===== config.mk =====
export PLATFORM = sky130hd
export DESIGN_NAME = sc_regrot_flat
export DESIGN_NICKNAME = d
export VERILOG_FILES = /design/src/rtl/sc_regrot_if.sv /design/src/rtl/sc_regrot.sv /design/src/flat_wrapper.sv
export SDC_FILE = /design/constraint.sdc
export NUM_CORES = 1
export LEC_CHECK = 0
export CAP_MARGIN = 20
export CORE_UTILIZATION = 25
export CTS_CLUSTER_DIAMETER = 30
export DETAILED_ROUTE_END_ITERATION = 8
export GPL_ROUTABILITY_DRIVEN = 0
export PLACE_DENSITY = 0.5
export SLEW_MARGIN = 20
export SYNTH_ARGS = -nofsm -noshare
export SYNTH_HDL_FRONTEND = slang
export SYNTH_SLANG_ARGS = --single-unit

===== constraint.sdc =====
create_clock -name SC_REGROT_CLOCK -period 3.9 [get_ports SC_REGROT_CLOCK]
set_input_delay 0.585 -clock SC_REGROT_CLOCK [delete_from_list [all_inputs] [get_ports SC_REGROT_CLOCK]]
set_output_delay 0.585 -clock SC_REGROT_CLOCK [all_outputs]
set_load 0.03 [all_outputs]

===== src/rtl/sc_regrot_if.sv =====
// Bundle of control, data and status signals between the lane pattern loader
// and the rotating display register.
interface sc_regrot_if #(
  parameter int DATAWIDTH_BUS   = 8,
  parameter int PRESCALER_WIDTH = 8
);
  logic                       SC_REGROT_LOAD;
  logic [DATAWIDTH_BUS-1:0]   SC_REGROT_DATAPARALLEL_BUS_IN;
  logic                       SC_REGROT_ENABLE;
  logic                       SC_REGROT_STEP;
  logic                       SC_REGROT_DIR;
  logic                       SC_REGROT_MODE;
  logic                       SC_REGROT_SERIAL_IN;
  logic [PRESCALER_WIDTH-1:0] SC_REGROT_PERIOD;
  logic [DATAWIDTH_BUS-1:0]   SC_REGROT_DATAPARALLEL_BUS_OUT;
  logic                       SC_REGROT_SERIAL_OUT;
  logic                       SC_REGROT_LOADED;
  logic                       SC_REGROT_TICK;
  logic                       SC_REGROT_WRAP;

  modport master (
    output SC_REGROT_LOAD, SC_REGROT_DATAPARALLEL_BUS_IN, SC_REGROT_ENABLE,
           SC_REGROT_STEP, SC_REGROT_DIR, SC_REGROT_MODE, SC_REGROT_SERIAL_IN,
           SC_REGROT_PERIOD,
    input  SC_REGROT_DATAPARALLEL_BUS_OUT, SC_REGROT_SERIAL_OUT,
           SC_REGROT_LOADED, SC_REGROT_TICK, SC_REGROT_WRAP
  );

  modport slave (
    input  SC_REGROT_LOAD, SC_REGROT_DATAPARALLEL_BUS_IN, SC_REGROT_ENABLE,
           SC_REGROT_STEP, SC_REGROT_DIR, SC_REGROT_MODE, SC_REGROT_SERIAL_IN,
           SC_REGROT_PERIOD,
    output SC_REGROT_DATAPARALLEL_BUS_OUT, SC_REGROT_SERIAL_OUT,
           SC_REGROT_LOADED, SC_REGROT_TICK, SC_REGROT_WRAP
  );
endinterface


===== src/rtl/sc_regrot.sv =====
// Rotating / serial-fill display register with load priority, manual step,
// prescaled autonomous scrolling and per-shift / per-lap status pulses.
module sc_regrot #(
  parameter int                       DATAWIDTH_BUS   = 8,
  parameter int                       PRESCALER_WIDTH = 8,
  parameter logic [DATAWIDTH_BUS-1:0] RESET_VALUE     = '0
) (
  input logic        SC_REGROT_CLOCK,
  input logic        SC_REGROT_RESET_InLow,
  sc_regrot_if.slave rot
);

  localparam int LAP_W = (DATAWIDTH_BUS > 1) ? $clog2(DATAWIDTH_BUS) : 1;
  localparam logic [LAP_W-1:0] LAP_LAST = LAP_W'(DATAWIDTH_BUS - 1);

  logic [DATAWIDTH_BUS-1:0]   data_q;
  logic [DATAWIDTH_BUS-1:0]   shifted;
  logic [PRESCALER_WIDTH-1:0] presc_q;
  logic [LAP_W-1:0]           lap_q;
  logic                       tick_q;
  logic                       wrap_q;
  logic                       serial_out;
  logic                       fill;
  logic                       auto_evt;
  logic                       shift_evt;
  logic                       lap_last;

  assign serial_out = rot.SC_REGROT_DIR ? data_q[DATAWIDTH_BUS-1] : data_q[0];
  assign fill       = rot.SC_REGROT_MODE ? rot.SC_REGROT_SERIAL_IN : serial_out;
  assign shifted    = rot.SC_REGROT_DIR ? {data_q[DATAWIDTH_BUS-2:0], fill}
                                        : {fill, data_q[DATAWIDTH_BUS-1:1]};

  // >= rather than == so a PERIOD lowered mid-count fires on the next edge.
  assign auto_evt  = rot.SC_REGROT_ENABLE && (presc_q >= rot.SC_REGROT_PERIOD);
  assign shift_evt = rot.SC_REGROT_STEP || auto_evt;
  assign lap_last  = (lap_q == LAP_LAST);

  always_ff @(posedge SC_REGROT_CLOCK or negedge SC_REGROT_RESET_InLow) begin
    if (!SC_REGROT_RESET_InLow) begin
      data_q  <= RESET_VALUE;
      presc_q <= '0;
      lap_q   <= '0;
      tick_q  <= 1'b0;
      wrap_q  <= 1'b0;
    end else if (rot.SC_REGROT_LOAD) begin
      data_q  <= rot.SC_REGROT_DATAPARALLEL_BUS_IN;
      presc_q <= '0;
      lap_q   <= '0;
      tick_q  <= 1'b0;
      wrap_q  <= 1'b0;
    end else begin
      // Manual steps leave the prescaler alone so auto cadence is preserved.
      if (!rot.SC_REGROT_ENABLE || auto_evt) begin
        presc_q <= '0;
      end else begin
        presc_q <= presc_q + PRESCALER_WIDTH'(1);
      end

      if (shift_evt) begin
        data_q <= shifted;
        tick_q <= 1'b1;
        wrap_q <= lap_last;
        lap_q  <= lap_last ? '0 : lap_q + LAP_W'(1);
      end else begin
        tick_q <= 1'b0;
        wrap_q <= 1'b0;
      end
    end
  end

  assign rot.SC_REGROT_DATAPARALLEL_BUS_OUT = data_q;
  assign rot.SC_REGROT_SERIAL_OUT           = serial_out;
  assign rot.SC_REGROT_LOADED               = (data_q == rot.SC_REGROT_DATAPARALLEL_BUS_IN);
  assign rot.SC_REGROT_TICK                 = tick_q;
  assign rot.SC_REGROT_WRAP                 = wrap_q;

endmodule

===== src/flat_wrapper.sv =====
// flat-port wrapper written by rule: the top's interface ports become plain ports
module sc_regrot_flat 
#(
  parameter int                       DATAWIDTH_BUS   = 8,
  parameter int                       PRESCALER_WIDTH = 8,
  parameter logic [DATAWIDTH_BUS-1:0] RESET_VALUE     = '0
)
  (SC_REGROT_CLOCK, SC_REGROT_RESET_InLow, rot_SC_REGROT_LOAD, rot_SC_REGROT_DATAPARALLEL_BUS_IN, rot_SC_REGROT_ENABLE, rot_SC_REGROT_STEP, rot_SC_REGROT_DIR, rot_SC_REGROT_MODE, rot_SC_REGROT_SERIAL_IN, rot_SC_REGROT_PERIOD, rot_SC_REGROT_DATAPARALLEL_BUS_OUT, rot_SC_REGROT_SERIAL_OUT, rot_SC_REGROT_LOADED, rot_SC_REGROT_TICK, rot_SC_REGROT_WRAP);
  sc_regrot_if #(.DATAWIDTH_BUS(DATAWIDTH_BUS), .PRESCALER_WIDTH(PRESCALER_WIDTH)) rot_i ();
  input logic SC_REGROT_CLOCK;
  input logic SC_REGROT_RESET_InLow;
  input wire logic [$bits(rot_i.SC_REGROT_LOAD)-1:0] rot_SC_REGROT_LOAD;
  input wire logic [$bits(rot_i.SC_REGROT_DATAPARALLEL_BUS_IN)-1:0] rot_SC_REGROT_DATAPARALLEL_BUS_IN;
  input wire logic [$bits(rot_i.SC_REGROT_ENABLE)-1:0] rot_SC_REGROT_ENABLE;
  input wire logic [$bits(rot_i.SC_REGROT_STEP)-1:0] rot_SC_REGROT_STEP;
  input wire logic [$bits(rot_i.SC_REGROT_DIR)-1:0] rot_SC_REGROT_DIR;
  input wire logic [$bits(rot_i.SC_REGROT_MODE)-1:0] rot_SC_REGROT_MODE;
  input wire logic [$bits(rot_i.SC_REGROT_SERIAL_IN)-1:0] rot_SC_REGROT_SERIAL_IN;
  input wire logic [$bits(rot_i.SC_REGROT_PERIOD)-1:0] rot_SC_REGROT_PERIOD;
  output wire logic [$bits(rot_i.SC_REGROT_DATAPARALLEL_BUS_OUT)-1:0] rot_SC_REGROT_DATAPARALLEL_BUS_OUT;
  output wire logic [$bits(rot_i.SC_REGROT_SERIAL_OUT)-1:0] rot_SC_REGROT_SERIAL_OUT;
  output wire logic [$bits(rot_i.SC_REGROT_LOADED)-1:0] rot_SC_REGROT_LOADED;
  output wire logic [$bits(rot_i.SC_REGROT_TICK)-1:0] rot_SC_REGROT_TICK;
  output wire logic [$bits(rot_i.SC_REGROT_WRAP)-1:0] rot_SC_REGROT_WRAP;
  assign rot_i.SC_REGROT_LOAD = rot_SC_REGROT_LOAD;
  assign rot_i.SC_REGROT_DATAPARALLEL_BUS_IN = rot_SC_REGROT_DATAPARALLEL_BUS_IN;
  assign rot_i.SC_REGROT_ENABLE = rot_SC_REGROT_ENABLE;
  assign rot_i.SC_REGROT_STEP = rot_SC_REGROT_STEP;
  assign rot_i.SC_REGROT_DIR = rot_SC_REGROT_DIR;
  assign rot_i.SC_REGROT_MODE = rot_SC_REGROT_MODE;
  assign rot_i.SC_REGROT_SERIAL_IN = rot_SC_REGROT_SERIAL_IN;
  assign rot_i.SC_REGROT_PERIOD = rot_SC_REGROT_PERIOD;
  assign rot_SC_REGROT_DATAPARALLEL_BUS_OUT = rot_i.SC_REGROT_DATAPARALLEL_BUS_OUT;
  assign rot_SC_REGROT_SERIAL_OUT = rot_i.SC_REGROT_SERIAL_OUT;
  assign rot_SC_REGROT_LOADED = rot_i.SC_REGROT_LOADED;
  assign rot_SC_REGROT_TICK = rot_i.SC_REGROT_TICK;
  assign rot_SC_REGROT_WRAP = rot_i.SC_REGROT_WRAP;
  sc_regrot #(.DATAWIDTH_BUS(DATAWIDTH_BUS), .PRESCALER_WIDTH(PRESCALER_WIDTH), .RESET_VALUE(RESET_VALUE)) u_core (.SC_REGROT_CLOCK(SC_REGROT_CLOCK), .SC_REGROT_RESET_InLow(SC_REGROT_RESET_InLow), .rot(rot_i));
endmodule

==> results.cfg <==
[cells_and_area]
antennaDiodeCount = 0
final_util_pct = 33.7
drive_gt1_share_pct = 17.6
area_growth_syn_to_layout_pct = 29.8
nNetsFinal = 224

[logic_synthesis]
syn-num-nets = 188
synth_most_common_cell = dfrtp_1
syn_inst = 153
synth_top_area_cell = dfrtp_1
yosys.area.top_type_share_pct = 34.1
synthDistinctLibCells = 34
avgSynthCellArea_um2 = 10.1
synth_top_cells_by_count = dfrtp_1 (21), ha_1 (11), nand3_1 (10), nor2_1 (10)
seq_area_frac_synth_pct = 34.1
ys_warn_count = 0
synth_seq_cells = 21
async_flop_share_pct = 100
yosys-top-cells-area = dfrtp_1 (34%), ha_1 (8.9%), mux2_2 (5.1%), xnor2_1 (5.1%), o31ai_2 (4.9%)
synth_edf_count = 0
synth_ff_type = dfrtp_1
netlist_area_um2 = 1540

[die]
coreArea_um2 = 5920
die_y_um = 80.5
start_util_pct = 26.0
ios = 36
die_w_um = 80.5
die_area_um2 = 6470
rows = 28

[detailed_routing]
first_iter_violations = 52
wl_per_cell_um = 12.8
drc = 0
wl_mm = 3.37
drt_pass1_iterations = 4
dr_total_vias = 1183
ant_nets = 0
vias_per_cell = 4.50

[global_route]
grt_pass1_wl_mm = 5.55
grt_usage_pct = 11.0
grt_start_max_net_pins = 24
antenna_found_initial = 0
overflow = 0
grt_pass1_vias = 1116

[setup_path]
endpoint_kind = output port
crit_fanout = 11
crit_arrival_ps = 2320
crit_path_start_kind = primary input
reg2reg_depth = 8
crit_required_ps = 3310
crit_type = in -> out

[timing]
rsz0062_at_grt = false
slew_viol_final = 0
fin_worst_skew_ps = 2.06
max-slew-margin-rel_pct = 61.8
setup_tns_ps = 0
min_period_ps = 2910
setup_viol = 0
period_share_pct = 74.6
fmax_mhz = 344
hold_viol = 0
worst_pin_slew_ps = 569

[status]
outcome = finished clean

[cts]
clkTransAtPathRegs_ps = 80
cts_hold_buf = 0
cts_root_buf = clkbuf_8
cts_resized = 0
cts.sinks = 21
insertion_delay_ps = 260
htreeDepth = 1
cts_tree = done
cts_setup_buffers = 0
cts_buffers = 3
cts_buffer_depth = 2

[placement]
dpl.hpwl_mm = 2.41
portBuffers = 35

[power]
p_leak_nw = 0.869
power_w = 0.000553
vdd_drop_max_uv = 148
power_density_nw_per_um2 = 277

[run]
maxCapViolCount = 0

[worst_hold_path]
hp-class = in -> async
==> critical path, stage by stage <==
cell and delay, ps:
clkdlybuf4s50_1 760, mux2_2 390, clkdlybuf4s50_1 590
==> registers in the layout (all words and copies together) (netlist names) <==
register and flops:
u_core.presc_q 8, u_core.rot.SC_REGROT_DATAPARALLEL_BUS_OUT 8, u_core.lap_q 3, u_core.rot.SC_REGROT_WRAP 1
u_core.rot.SC_REGROT_TICK 1
==> final cells by class <==
| class | count | area (um2) |
|---|---|---|
| fill | 591 | 3920 |
| multi-input combinational | 116 | 931 |
| sequential | 21 | 526 |
| timing repair buffer | 38 | 368 |
| tap | 75 | 93.8 |
| clock buffer | 3 | 41.3 |
| inverter | 9 | 33.8 |
| clock inverter | 1 | 5.00 |
==> metrics by stage <==
| step | hold WS, ps | setup WS, ps | instances | instance area [um2] |
|---|---|---|---|---|
| after global routing | 310 | 955 | 263 | 2000 |
| final | 287 | 991 | 263 | 2000 |
| after global placement | 530 | 990 | 259 | 1960 |
| after floorplan | 289 | 1890 | 153 | 1540 |
| after CTS | 547 | 1010 | 263 | 2000 |
| after detailed placement | 533 | 1020 | 259 | 1960 |
==> cell families (layout without fill, tap and decap cells) <==
group	count (synthesis)	after routing	share of synthesized area [%]
and+or+nand+nor	45	45	16.0
DFF	21	21	34.1
buffers and inverters	16	51	5.37
AOI/OAI and AO/OA	37	37	21.1
adders and majority gates	11	11	8.94
xor gates and xnor gates	14	14	7.97
muxes	9	9	6.42
==> per-layer routing <==
metal  part of all wire [%]  GRT usage [%]  wire [um]
met4                   0.62           3.21         21
met5                      0              0          0
met1                     52           16.2       1760
met2                     45           16.5       1520
met3                    2.2           1.25         73
==> where the power goes <==
group	leakage, nW	switching [W]	internal (W)
Clock	0.0255	0.0000738	0.0000711
Sequential	0.273	0.0000181	0.000229
Combinational	0.571	0.0000775	0.0000834
==> final timing paths <==
path                                                                            endpoint  slack [ps]                        start
min in group SC_REGROT_CLOCK                                 u_core.presc_q[0]$_DFF_PN0_         540  u_core.presc_q[0]$_DFF_PN0_
worst max-delay path                                            rot_SC_REGROT_SERIAL_OUT         990            rot_SC_REGROT_DIR
worst max register to register  u_core.rot.SC_REGROT_DATAPARALLEL_BUS_OUT[4]$_DFFE_PN0P_        1880  u_core.presc_q[0]$_DFF_PN0_
max in group asynchronous       u_core.rot.SC_REGROT_DATAPARALLEL_BUS_OUT[2]$_DFFE_PN0P_        3270        SC_REGROT_RESET_InLow
worst min-delay path            u_core.rot.SC_REGROT_DATAPARALLEL_BUS_OUT[5]$_DFFE_PN0P_         290        SC_REGROT_RESET_InLow
worst min register to register                               u_core.presc_q[0]$_DFF_PN0_         540  u_core.presc_q[0]$_DFF_PN0_
==> layout by cell type (no fill, tap or decap), types with 3 or more instances in the layout <==
cell	n
clkdlybuf4s50_1	34
dfrtp_1	21
ha_1	11
nand3_1	10
nor2_1	10
inv_1	9
a21oi_1	9
xnor2_1	9
nand2_1	8
a21oi_2	8
mux2_2	7
and3b_1	6
o31ai_2	6
xor2_1	5
a21o_1	3
nor2b_1	3
clkbuf_8	3
buf_4	3
(Power assumes the default switching activity.)
==> RTL change 1: new RTL, config.mk and constraints unchanged <==
`DATAWIDTH_BUS` is set to 8 in 3 places; all go to 4.
--- a/src/rtl/sc_regrot_if.sv
+++ b/src/rtl/sc_regrot_if.sv
@@ -2,5 +2,5 @@
 // and the rotating display register.
 interface sc_regrot_if #(
-  parameter int DATAWIDTH_BUS   = 8,
+  parameter int DATAWIDTH_BUS   = 4,
   parameter int PRESCALER_WIDTH = 8
 );
--- a/src/rtl/sc_regrot.sv
+++ b/src/rtl/sc_regrot.sv
@@ -2,5 +2,5 @@
 // prescaled autonomous scrolling and per-shift / per-lap status pulses.
 module sc_regrot #(
-  parameter int                       DATAWIDTH_BUS   = 8,
+  parameter int                       DATAWIDTH_BUS   = 4,
   parameter int                       PRESCALER_WIDTH = 8,
   parameter logic [DATAWIDTH_BUS-1:0] RESET_VALUE     = '0
--- a/src/flat_wrapper.sv
+++ b/src/flat_wrapper.sv
@@ -2,5 +2,5 @@
 module sc_regrot_flat 
 #(
-  parameter int                       DATAWIDTH_BUS   = 8,
+  parameter int                       DATAWIDTH_BUS   = 4,
   parameter int                       PRESCALER_WIDTH = 8,
   parameter logic [DATAWIDTH_BUS-1:0] RESET_VALUE     = '0
Interface: changed (resized rot_SC_REGROT_DATAPARALLEL_BUS_IN and rot_SC_REGROT_DATAPARALLEL_BUS_OUT); port bits go from 36 to 28. The function was not compared with the original's and may differ.
==> RTL change 1 against the original RTL <==
Area after synthesis fell by 32%. Sequential cell count down 5. Wire length shrank 35%. Critical path depth is 1 higher. Total power is 23% lower. Final area decreased by 30%. Non-clock buffer count is 11 lower. Maximum frequency grew 5.8%. Final cell count shrank 31%. Setup slack improved by 160 ps.
==> RTL change 1: results (changes against the original RTL) <==
Drt
The routed wirelength normalized by instance count is 12.07 um (-5.7%). The via density per instance is 4.522 (+0.53%). The total wire length is 2.197 mm (-35%).

CTS
The latest clock arrival within the worst-skew pair is 240 ps (-20 ps).

STA
The final clock skew is 4.124 ps (+2.065 ps). The max-slew headroom at the worst pin is 49.72% (-12 points).

Place
The number of input and output port buffers inserted is 27 (-23%). The detailed placer's ending HPWL is 1.760 mm (-27%). The total instance count after detailed placement was 178 (-31%).

Synthesis
Yosys attributes the largest share of cell area to dfrtp_1 38%, ha_1 12%, xor2_1 7.6%. The proportion of synthesized chip area in sequential cells was 38.37% (+4.2 points). After synthesis, the most frequently instantiated cells are 16 x dfrtp_1, 12 x nor2_1, 10 x ha_1, 9 x inv_1, 9 x xor2_1. The total nets after synthesis is 133 (-29%).

The number of instances in the synthesized netlist is 103 (-33%). The count of unique library cells instantiated by Yosys is 30 (-12%).

Pwr
The switching portion of total power was 26.54% (-4.1 points). The maximum ir drop on the vdd rail is 0.09669 mV (-35%). The static leakage is 0.6716 nW (-23%).

Cells and area
The number of nets in the layout was 163 (-27%). The fraction of final layout cells sized beyond drive strength 1 came to 9.091% (-8.5 points).

Global routing
The total routing resource utilization after global routing is 11.31% (+0.33 points). The first-pass GRT wire length was 3.850 mm (-31%). The largest net degree at the start of global routing is 17 (-29%). The via count of the first global-routing pass is 926 (-17%).

Critical path
The data arrival at the endpoint of the critical path is 2170 ps (-150 ps). The depth of the worst register-to-register path is 7 (-1). The largest fanout on the critical path came to 2 (-9).

Hold path
The tightest min-delay check is of the flop to flop type.

Run status
The flow ran to the end, and the final reports show no timing, DRC or antenna violations.
-- RTL change 1: cell count changes in the layout (fill, tap and decap cells not counted), sizes merged, moves of 4 or more --
cell / unedited run / this run
a21oi: 17 / 5
and3b: 6 / 0
xor2: 5 / 9
o31ai: 6 / 0
nand2: 8 / 4
clkdlybuf4s50: 34 / 27
mux2: 7 / 3
nand3: 10 / 5
dfrtp: 21 / 16
buf: 4 / 0
xnor2: 9 / 1
-- RTL change 1: metal layers --
layer  vias to the layer above  GRT usage, %  part of all wire [%]
met3                         2         2.397                   5.3
li1                        415             -                     -
met4                         0         4.787                  0.73
met2                        22         20.08                    50
met1                       384         12.90                    44
met5                         -             0                     0
-- RTL change 1: per-stage QoR --
stage | worst slack [ps] | area [sq um] | power (mW)
after floorplan | 1528 | 1044 | 0.2387
after global placement | 955.5 | 1351 | 0.2850
after detailed placement | 913.3 | 1351 | 0.2864
after CTS | 1145 | 1406 | 0.4341
after global routing | 1057 | 1406 | 0.4517
final | 1150 | 1406 | 0.4271
-- RTL change 1: worst paths after layout --
path	end	slack, ps
min in group asynchronous	u_core.presc_q[6]$_DFF_PN0_	780
max reg2reg	u_core.lap_q[0]$_DFFE_PN0P_	1620
min	u_core.lap_q[1]$_DFFE_PN0P_	550
min reg2reg	u_core.lap_q[1]$_DFFE_PN0P_	550
max in group asynchronous	u_core.rot.SC_REGROT_DATAPARALLEL_BUS_OUT[2]$_DFFE_PN0P_	2650
max	rot_SC_REGROT_LOADED	1150
-- RTL change 1: power groups by stage --
stage | Combinational [mW] | Sequential (mW) | Clock [mW]
2_1_floorplan | 0.0438 | 0.195 | 0
3_5_place_dp | 0.0988 | 0.188 | 0
4_1_cts | 0.0994 | 0.185 | 0.150
6_report | 0.0975 | 0.185 | 0.145
3_3_place_gp | 0.0976 | 0.187 | 0
5_1_grt | 0.107 | 0.186 | 0.159
-- RTL change 1: critical path, cell delays in order --
cell,delay [ps]
clkdlybuf4s50_1,440
xor2_1,150
nor4_1,270
clkdlybuf4s50_1,720
-- RTL change 1: area by class of cell --
| class | count | area (sq um) |
|---|---|---|
| well taps | 50 | 62.56 |
| flip-flops and latches | 16 | 400.4 |
| repair buffers | 27 | 270.3 |
| inverters | 9 | 33.78 |
| fillers | 410 | 2594 |
| clock buffers | 4 | 55.05 |
| multi-input cells | 76 | 584.3 |
-- RTL change 1: cells by family after synthesis --
kind of cell	after synthesis	synth area share, %
adder cells (fa/ha/maj)	10	11.99
buffers and inverters	11	5.635
AO/OA/AOI/OAI	15	11.39
flip-flops	16	38.37
AND/OR/NAND/NOR	33	16.19
multiplexers	8	8.034
XOR/XNOR	10	8.394
==> RTL change 2: new RTL, config.mk and constraints unchanged <==
Made on the original files. Make the reset (`SC_REGROT_RESET_InLow`) synchronous in one clocked block.
--- a/src/rtl/sc_regrot.sv
+++ b/src/rtl/sc_regrot.sv
@@ -36,5 +36,5 @@
   assign lap_last  = (lap_q == LAP_LAST);
 
-  always_ff @(posedge SC_REGROT_CLOCK or negedge SC_REGROT_RESET_InLow) begin
+  always_ff @(posedge SC_REGROT_CLOCK) begin
     if (!SC_REGROT_RESET_InLow) begin
       data_q  <= RESET_VALUE;
Formal check against the unedited RTL: differs if SC_REGROT_RESET_InLow is asserted again (counterexample within 4 cycles, from zero or initial values and one cycle with SC_REGROT_RESET_InLow low); with SC_REGROT_RESET_InLow held inactive, the same outputs for 10 cycles.
==> RTL change 2 against the original RTL <==
Total power shrank 14%. Final cell count shrank 6.8%. Global-route usage grew 0.94 points. Synthesized cell count shrank 5.9%. Combinational power shrank 34%. Die area shrank 17%. Maximum frequency shrank 0.40%. Setup slack lost 12 ps. Wire length shrank 16%. Final area shrank 14%. Register-to-register slack lost 130 ps. Sequential cell count is the same. Area after synthesis shrank 18%. Highest routed layer unchanged.
==> RTL change 2: results (changes against the original RTL) <==
Run status
The run finished with clean final reports.

Drt
The total wire length is 2.832 mm (-16%). The via density per instance is 4.576 (+1.7%). The routed wirelength normalized by instance count was 11.56 um (-9.7%). The number of optimization iterations in the first detailed-route pass came to 3 (-1).

Cells and area
The multi-input gate share of total cell area is 44.15% (-2.4 points). Relative to the synthesized area, the layout overhead comes to 35.87%. The sequential cell area in the final layout is 420.4 sq um (-20%). The final-layout non-clock buffer area share is 20.80% (+2.4 points). The total area of multi-input combinational cells is 759.5 sq um (-18%).

The number of non-clock inverters in the layout is 14 (+5). The number of multi-input combinational cells is 103 (-11%). The relative area of clock buffers and inverters in the final design is 2.691% (+0.37 points). The fraction of final layout cells sized beyond drive strength 1 is 5.056% (-12 points). The count of flip-flops and latches is 21 (unchanged). The number of inserted filler cells in the final layout is 505 (-15%). The count of buffers not belonging to the clock network in the layout is 36 (-5.3%).

STA
The final clock skew is 5.650 ps (+3.591 ps).

Synthesis
By count the netlist is led by 21 x dfxtp_1, 16 x nor2_1, 14 x inv_1. By area the synthesized netlist is led by dfxtp_1 33%, ha_1 11%, mux2i_1 8.7%. The count of unique library cells instantiated by Yosys is 29 (-15%).

The number of instances in the synthesized netlist was 144 (-5.9%). The proportion of synthesized chip area in sequential cells is 33.20% (-0.94 points). The total nets after synthesis is 179 (-4.8%). The fraction of registers with async set/reset is 0% (-100 points).

Place
The post-detailed-placement cell area is 1674 sq um (-14%). The total instance count after detailed placement is 241 (-6.9%).

Global routing
The first-pass GRT wire length is 4.954 mm (-11%). The via count of the first global-routing pass is 1,103 (-1.2%). The largest net degree at the start of global routing is 21 (-13%).

The total routing resource utilization after global routing is 11.92% (+0.94 points).

Critical path
The data arrival at the endpoint of the critical path came to 2340 ps (+20 ps).
## RTL change 2: report_power, final
group | total [mW] | switching, mW | internal [mW]
Combinational | 0.107 | 0.0509 | 0.0561
Clock | 0.138 | 0.0675 | 0.0710
Sequential | 0.232 | 0.0101 | 0.222
Total | 0.477 | 0.128 | 0.349
## RTL change 2: routing by layer
| metal | global-route usage [%] | part of all wire, % | vias to the layer above |
|---|---|---|---|
| met5 | 0 | 0 | - |
| met4 | 3.268 | 0.56 | 0 |
| met3 | 2.486 | 5.7 | 2 |
| met2 | 20.27 | 47 | 30 |
| met1 | 15.16 | 47 | 510 |
| li1 | - | - | 579 |
## RTL change 2: worst reg2reg max path, cell delays in order (launching register included)
cell and delay, ps:
dfxtp_1 380, inv_1 60, ha_1 260, nand2b_4 130
a2111o_1 440, a31oi_2 190, buf_4 260, mux2i_1 220
a21oi_1 80
## RTL change 2: final timing paths
| check | startpoint | end | slack, ps | cells after the start |
|---|---|---|---|---|
| worst max-delay path | rot_SC_REGROT_DIR | rot_SC_REGROT_SERIAL_OUT | 980 | 3 |
| worst max register to register | u_core.presc_q[0]$_SDFF_PP0_ | u_core.rot.SC_REGROT_DATAPARALLEL_BUS_OUT[7]$_SDFFE_PN0P_ | 1750 | 8 |
| worst min-delay path | u_core.presc_q[0]$_SDFF_PP0_ | u_core.presc_q[0]$_SDFF_PP0_ | 480 | 1 |
| worst min register to register | u_core.presc_q[0]$_SDFF_PP0_ | u_core.presc_q[0]$_SDFF_PP0_ | 480 | 1 |
## RTL change 2: logic make-up after synthesis
group	synth area share, %
and+or+nand+nor	17.39
AOI/OAI and AO/OA	12.45
DFF	33.20
buffers and inverters	6.818
xor gates and xnor gates	9.684
muxes	9.585
adders and majority gates	10.87
